[src/rtl/button_conditioner_pkg.sv]
// Shared constants for the button front-end: debounce FSM state encoding,
// default timing parameters and the captured ALU command layout.
package button_conditioner_pkg;

  typedef enum logic [1:0] {
    IDLE         = 2'd0,
    PRESS_WAIT   = 2'd1,
    HELD         = 2'd2,
    RELEASE_WAIT = 2'd3
  } db_state_e;

  localparam int DEFAULT_DEBOUNCE_CYCLES = 1000000;
  localparam int DEFAULT_CNT_W           = 20;
  localparam int DEFAULT_SYNC_STAGES     = 2;

  typedef struct packed {
    logic [3:0] code;
    logic [7:0] data;
  } op_cmd_t;

endpackage

[src/rtl/button_conditioner_debounce_fsm.sv]
// Debounce FSM for one synchronised button. 'pulse' is high in the cycle whose
// closing edge enters HELD, so the parent can register strobe and capture together.
module debounce_fsm
  import button_conditioner_pkg::*;
#(
  parameter int DEBOUNCE_CYCLES = DEFAULT_DEBOUNCE_CYCLES,
  parameter int CNT_W           = DEFAULT_CNT_W
) (
  input  logic clock,
  input  logic reset,
  input  logic s_in,
  output logic pulse,
  output logic level
);

  localparam logic [CNT_W-1:0] CNT_LAST = CNT_W'(DEBOUNCE_CYCLES - 1);

  db_state_e        state_q, state_d;
  logic [CNT_W-1:0] cnt_q, cnt_d;

  // NOTE: sequential state uses non-blocking assignments only, so every flop
  // samples the pre-edge value of every other flop.
  always_ff @(posedge clock or negedge reset) begin
    if (!reset) begin
      state_q <= IDLE;
      cnt_q   <= '0;
    end else begin
      state_q <= state_d;
      cnt_q   <= cnt_d;
    end
  end

  // NOTE: defaults first so every path assigns every output and no latch is inferred.
  always_comb begin
    state_d = state_q;
    cnt_d   = cnt_q;
    unique case (state_q)
      IDLE: begin
        if (s_in) begin
          state_d = PRESS_WAIT;
          cnt_d   = '0;
        end
      end
      PRESS_WAIT: begin
        if (!s_in) begin
          state_d = IDLE;
          cnt_d   = '0;
        end else if (cnt_q == CNT_LAST) begin
          state_d = HELD;
          cnt_d   = '0;
        end else begin
          cnt_d = cnt_q + 1'b1;
        end
      end
      HELD: begin
        if (!s_in) begin
          state_d = RELEASE_WAIT;
          cnt_d   = '0;
        end
      end
      RELEASE_WAIT: begin
        if (s_in) begin
          state_d = HELD;
          cnt_d   = '0;
        end else if (cnt_q == CNT_LAST) begin
          state_d = IDLE;
          cnt_d   = '0;
        end else begin
          cnt_d = cnt_q + 1'b1;
        end
      end
      default: begin
        state_d = IDLE;
        cnt_d   = '0;
      end
    endcase
  end

  always_comb begin
    pulse = (state_q == PRESS_WAIT) && (state_d == HELD);
    level = (state_q == HELD) || (state_q == RELEASE_WAIT);
  end

endmodule

[src/rtl/button_conditioner.sv]
// Synchronises switches and buttons, debounces both buttons and captures the
// opcode/data fields on each accepted operation press; clear wins a tie.
module button_conditioner
  import button_conditioner_pkg::*;
#(
  parameter int DEBOUNCE_CYCLES = DEFAULT_DEBOUNCE_CYCLES,
  parameter int CNT_W           = DEFAULT_CNT_W,
  parameter int SYNC_STAGES     = DEFAULT_SYNC_STAGES
) (
  input  logic        clock,
  input  logic        reset,
  input  logic        btn_op_raw,
  input  logic        btn_clr_raw,
  input  logic [15:0] sw_raw,
  output logic [15:0] sw_sync,
  output logic        op_strobe,
  output logic [3:0]  op_code,
  output logic [7:0]  op_data,
  output logic        clr_strobe,
  output logic [1:0]  btn_held
);

  localparam int BUS_W = 18;

  logic [SYNC_STAGES-1:0][BUS_W-1:0] sync_q, sync_d;
  logic [BUS_W-1:0]                  sync_out;
  logic                              op_pulse, clr_pulse, op_level, clr_level, op_fire;
  logic                              op_strobe_q, clr_strobe_q;
  op_cmd_t                           cmd_q, cmd_d;

  // Pure shift chain: nothing but wiring between synchroniser stages.
  assign sync_d   = {sync_q[SYNC_STAGES-2:0], {btn_clr_raw, btn_op_raw, sw_raw}};
  assign sync_out = sync_q[SYNC_STAGES-1];

  // NOTE: the synchroniser stages are reset so sw_sync reads 0 straight out of
  // reset; a plain data pipeline would normally be left without reset.
  always_ff @(posedge clock or negedge reset) begin
    if (!reset) begin
      sync_q <= '0;
    end else begin
      sync_q <= sync_d;
    end
  end

  debounce_fsm #(.DEBOUNCE_CYCLES(DEBOUNCE_CYCLES), .CNT_W(CNT_W)) u_op_db (
    .clock (clock),
    .reset (reset),
    .s_in  (sync_out[16]),
    .pulse (op_pulse),
    .level (op_level)
  );

  debounce_fsm #(.DEBOUNCE_CYCLES(DEBOUNCE_CYCLES), .CNT_W(CNT_W)) u_clr_db (
    .clock (clock),
    .reset (reset),
    .s_in  (sync_out[17]),
    .pulse (clr_pulse),
    .level (clr_level)
  );

  assign op_fire = op_pulse & ~clr_pulse;

  always_comb begin
    cmd_d = cmd_q;
    if (op_fire) begin
      cmd_d.code = sync_out[3:0];
      cmd_d.data = sync_out[15:8];
    end
  end

  always_ff @(posedge clock or negedge reset) begin
    if (!reset) begin
      op_strobe_q  <= 1'b0;
      clr_strobe_q <= 1'b0;
      cmd_q        <= '0;
    end else begin
      op_strobe_q  <= op_fire;
      clr_strobe_q <= clr_pulse;
      cmd_q        <= cmd_d;
    end
  end

  assign sw_sync    = sync_out[15:0];
  assign op_strobe  = op_strobe_q;
  assign clr_strobe = clr_strobe_q;
  assign op_code    = cmd_q.code;
  assign op_data    = cmd_q.data;
  assign btn_held   = {clr_level, op_level};

endmodule

[config.mk]
export PLATFORM = sky130hd
export DESIGN_NAME = button_conditioner
export DESIGN_NICKNAME = d
export VERILOG_FILES = /design/src/rtl/button_conditioner_pkg.sv /design/src/rtl/button_conditioner_debounce_fsm.sv /design/src/rtl/button_conditioner.sv
export SDC_FILE = /design/constraint.sdc
export NUM_CORES = 1
export LEC_CHECK = 0
export CAP_MARGIN = 20
export CORE_MARGIN = 4
export CORE_UTILIZATION = 34
export CTS_CLUSTER_DIAMETER = 100
export DETAILED_ROUTE_END_ITERATION = 12
export SYNTH_ARGS = -nofsm -noshare
export SYNTH_HDL_FRONTEND = slang
export SYNTH_SLANG_ARGS = --single-unit
[constraint.sdc]
create_clock -name clock -period 5.1 [get_ports clock]
set_input_delay 1.02 -clock clock [delete_from_list [all_inputs] [get_ports clock]]
set_output_delay 1.02 -clock clock [all_outputs]
set_load 0.02 [all_outputs]
==> impl_metrics.toml <==
[yosys]
syn_area_per_cell_um2 = 11.51
netlist_top_cells_count = "94 x dfrtp_1, 28 x nand2_1, 27 x a21oi_1"
yosysTopAreaCell = "dfrtp_1"
synth_top_family_by_area = "simple AND/OR/NAND/NOR gates"
synth-seq-cells = 94
synth_area_mm2 = 0.003915
synth_fa_ha_area_frac = 0.006392
synth_compound_area_frac = 0.1467
yosys.area_share.simple = 0.1700
netlist_instances = 340
ys_types = 49
ys_seq_area_frac = 0.6008
synth_nets = 362
yosys_most_used_dff = "dfrtp_1"
synth_area_leaders = "dfrtp_1 60%, mux2_2 4.0%, a31oi_1 3.7%"
synthArstFlopShare = 1.000
yosysMostFrequentCell = "dfrtp_1"
yosys_warnings = 0
muxShareOfSynthArea = 0.04538
synth_xor_area_frac = 0.004474
synth_top_area_frac = 0.6008
synth_edf_count = 0

[global_route]
overflow = 0
grt_pass1_vias = 2792
grt_pass1_wl_um = 13720
antenna_found_initial = 0
grt_max_degree = 49
track_usage = 0.1291

[placed_design]
dp.cells = 519
place.gp.congestion = 0.7530
dpl.hpwl_um = 5433
io_buffers = 51
post-place-ws_ns = 2.525
placed_area_mm2 = 0.004548

[detailed_routing]
drt_iter0_drc = 188
vias_per_cell = 5.220
highest_layer = "met4"
firstDrtPassIters = 4
antenna_left = 0
met1_length_um = 3744
routed_wl_um = 8051
dr_wl_met2_um = 3784
vias = 2798
met3_length_um = 390
avgRoutedWirePerCell_um = 15.02
drcViolationCount = 0

[timing]
hold_ws_ns = 0.3461
tns_ns = 0
tightest_slew_ns = 0.8040
min_period_ns = 2.566
post-route-period-util = 0.5032
hold_violations = 0
postLayoutSetupSlackWorst_ns = 2.534
rsz0062_at_grt = "false"
fmax_ghz = 0.3897
slew_viol_final = 0
skew_ns = 0.006610
setup_viol = 0
slew_headroom = 0.4640

[worst_setup_path]
crit_path_start = "u_op_db.cnt_q[0]$_DFFE_PN0P_"
r2r-start = "u_op_db.cnt_q[0]$_DFFE_PN0P_"
path_max_fanout = 12
path_class = "reg2reg"
rr_worst_depth = 6
cp_slowest_cell = "a41oi_2"
r2r_end = "op_data[5]$_DFFE_PN0P_"
r2r_slack_ns = 2.53
arrival_ns = 2.79
startpoint_type = "flop"
cp-endpoint = "op_data[5]$_DFFE_PN0P_"
critPathMaxStageDelay_ns = 0.68
cp_num_cells = 6
critPathCaptureType = "flop"
cp.required_ns = 5.32
cp_num_buf_inv = 0
cp_top_family = "simple AND/OR/NAND/NOR gates"
path_cells = "ha_1 > nand3_2 > nor4_4 > nand4_1 > a41oi_2 > mux2_2"

[cells_and_area]
drive_above_1_share = 0.1162
fin_area_mm2 = 0.004841
area_growth_pct = 23.65
stdcell_count = 536
layout.nets = 413
num_antenna_cells = 0
utilization = 0.4389

[clocking]
clock_path_buffers = 2
clkTransAtPathRegs_ns = 0.06
cts_tree = "done"
cts-root-buf = "clkbuf_16"
cts_made_buffers = 9
cts_sinks = 94
cts_setup_buffers = 0
htree_levels = 3
clk_latency_ns = 0.34
postCtsHoldBufs = 0
postCtsResizedCells = 0

[die]
die_height_um = 115.3
rows = 38
coreArea_mm2 = 0.01103
ios = 52
start_util = 0.3549
fp.dieW_um = 115.3
die_area_mm2 = 0.01330

[pwr]
leakage_nw = 2.048
totalPowerFinal_mw = 1.499
power_density_mw_per_mm2 = 309.7
ir_worst_vdd_uv = 224.6

[worst_hold_path]
min_path_type = "reg2reg"

[job]
maxCapViolations = 0

[outcome]
status = "complete, no violations"
[report_power, final]
part           switching, mW  internal, mW  total, mW
clock network          0.275         0.346      0.621
registers             0.0188         0.768      0.787
logic                 0.0526        0.0388     0.0913
[registers in the layout, indices dropped and copies added (netlist names)]
name / cells
u_op_db.cnt_q: 20
sync_d: 18
op_data: 8
op_code: 4
u_clr_db.state_q: 2
clr_strobe: 1
sync_out: 18
op_strobe: 1
u_op_db.state_q: 2
u_clr_db.cnt_q: 20
[worst min path at each step]
stage / from / slack (ns) / cells past startpoint / endpoint
2_1_floorplan: sync_d[18]$_DFF_PN0_ / 0.33 / 0 / sync_out[0]$_DFF_PN0_
3_3_place_gp: sync_d[33]$_DFF_PN0_ / 0.33 / 0 / sync_out[15]$_DFF_PN0_
3_5_place_dp: sync_d[18]$_DFF_PN0_ / 0.33 / 0 / sync_out[0]$_DFF_PN0_
4_1_cts: sync_d[35]$_DFF_PN0_ / 0.34 / 0 / sync_out[17]$_DFF_PN0_
5_1_grt: sync_d[34]$_DFF_PN0_ / 0.35 / 0 / sync_out[16]$_DFF_PN0_
6_report: sync_d[35]$_DFF_PN0_ / 0.35 / 0 / sync_out[17]$_DFF_PN0_
[cell type report]
type | count | area [um2]
Fill cell | 1025 | 6190
Sequential cell | 94 | 2352
Multi-Input combinational cell | 225 | 1464
Timing Repair Buffer | 54 | 545.5
Clock buffer | 12 | 246.5
Tap cell | 140 | 175.2
Clock inverter | 4 | 31.28
Inverter | 7 | 26.28
[per-layer routing]
metal / vias to the layer above / track usage
met5: - / 0
li1: 1354 / -
met4: 0 / 0.04773
met3: 15 / 0.03895
met1: 1352 / 0.1688
met2: 77 / 0.2029
[placed cells by master (no fill, tap or decap), types with 3 or more instances in the layout]
cell             instances
nor3_1                   7
and3_1                   6
a31oi_1                 23
nand4_1                 10
a21oi_1                 26
a21o_1                   3
clkinvlp_4               3
nand2_1                 28
dfrtp_1                 94
o21ai_0                 12
mux2_2                  14
a22o_1                   3
nor2_1                  14
or2_2                    3
clkdlybuf4s50_1         50
a41oi_1                  4
clkbuf_16                9
nand2b_1                 7
nand3_1                 13
inv_1                    7
and4_1                   6
and2_1                   7
[cell families (layout without fill, tap and decap cells)]
family          Yosys count  count (layout)
compound gates           89              89
flops                    94              94
buf+inv                  21              77
mux                      16              16
fa+ha+maj                 2               2
xor+xnor                  2               2
simple gates            116             116
Note: power is estimated with default switching activity, not from simulation.
==> RTL change (config.mk and constraints unchanged) <==
The output `op_strobe` loses its register stage (`op_strobe_q` becomes a continuous assignment).
--- a/src/rtl/button_conditioner.sv
+++ b/src/rtl/button_conditioner.sv
@@ -71,13 +71,13 @@
   always_ff @(posedge clock or negedge reset) begin
     if (!reset) begin
-      op_strobe_q  <= 1'b0;
       clr_strobe_q <= 1'b0;
       cmd_q        <= '0;
     end else begin
-      op_strobe_q  <= op_fire;
       clr_strobe_q <= clr_pulse;
       cmd_q        <= cmd_d;
     end
   end
+
+  assign op_strobe_q = op_fire;
 
   assign sw_sync    = sync_out[15:0];
Function: no difference found for any inputs over 10 cycles, from zero or initial values and one cycle with reset low; that may be too few to reach the edited logic, so the function may still have changed.
==> RTL change against the unedited design <==
- final area fell by 0.52%
- sequential cell count down 1
- synthesized area is 0.64% lower
- power down 0.49%
- fmax is 29% lower
- clock skew about the same
- worst setup slack lost 1.1 ns
- worst hold slack improved by 0.0021 ns
- routed wire length down 0.83%
- critical path depth unchanged
==> RTL change: results (changes against the unedited design) <==
| Metric | Value |
|---|---|
| Hold EP | sync_out[5] (was sync_out[17]) |
| Post-Syn Nets | 361 (was 362) |
| Largest net degree at the start of global routing | 64 (was 49) |
| Seq/total area | 48.3% (was 48.6%) |
| NonClk Buf Share | 11.3% (about the same) |
| Peak fanout along the critical path | 5 (was 12) |
| M2 GR Usage | 21.1% (was 20.3%) |
| Slowest cell on the critical path | clkdlybuf4s50_1 (was a41oi_2) |
| First-pass GRT wire length | 13.9 mm (was 13.7 mm) |
| Post-synthesis xor/xnor area fraction | 0.450% (was 0.447%) |
| Share of layout cells above drive strength 1 | 11.9% (was 11.6%) |
| Max IR drop VDD | 0.255 mV (was 0.225 mV) |
| Lkg Pwr | 2.03 nW (was 2.05 nW) |
| Met1 GRT Util | 17.0% (was 16.9%) |
| Multiplexer share of the synthesized area | 4.57% (was 4.54%) |
| Placer congestion estimate | 0.753 (about the same) |
| Final nets | 412 (was 413) |
| Outcome | finished, final reports clean (unchanged) |
| Top cells by area, synth | dfrtp_1 60%, mux2_2 4.1%, a31oi_1 3.7% (was dfrtp_1 60%, mux2_2 4.0%, a31oi_1 3.7%) |
| Switching part of the total power | 24.1% (was 23.1%) |
| Slew @ Worst Pin | 0.824 ns (was 0.804 ns) |
| Syn Inst Count | 339 (was 340) |
| First-iteration detailed-routing DRC count | 95 (was 188) |
| Post-synthesis compound-gate area fraction | 14.8% (was 14.7%) |
| GR Util met3 | 4.32% (was 3.89%) |
[RTL change: through the flow]
stage	setup slack, ns	hold slack, ns	cell area, um2	util [%]
after floorplan	2.46	0.331	3890	-
after global placement	1.89	0.333	4510	40.9
after detailed placement	1.87	0.335	4520	41.0
after CTS	1.48	0.349	4800	43.5
after global routing	1.34	0.357	4820	43.7
final	1.47	0.348	4820	43.7
[RTL change: cells by family after synthesis]
group / after synthesis
xor+xnor: 2
compound gates: 89
simple gates: 116
fa+ha+maj: 2
buf+inv: 21
flops: 93
mux: 16
[RTL change: power groups by stage]
stage          Combinational (mW)  Sequential [mW]  Clock, mW
3_5_place_dp               0.0910            0.793          0
5_1_grt                     0.101            0.782      0.677
3_3_place_gp               0.0891            0.791          0
6_report                   0.0904            0.779      0.622
4_1_cts                    0.0915            0.779      0.644
2_1_floorplan              0.0310            0.797          0
[RTL change: metal layers]
layer	vias up	wire [um]
met5	-	0
met4	0	66
met3	6	285
met2	37	3900
met1	1372	3730
li1	1353	-
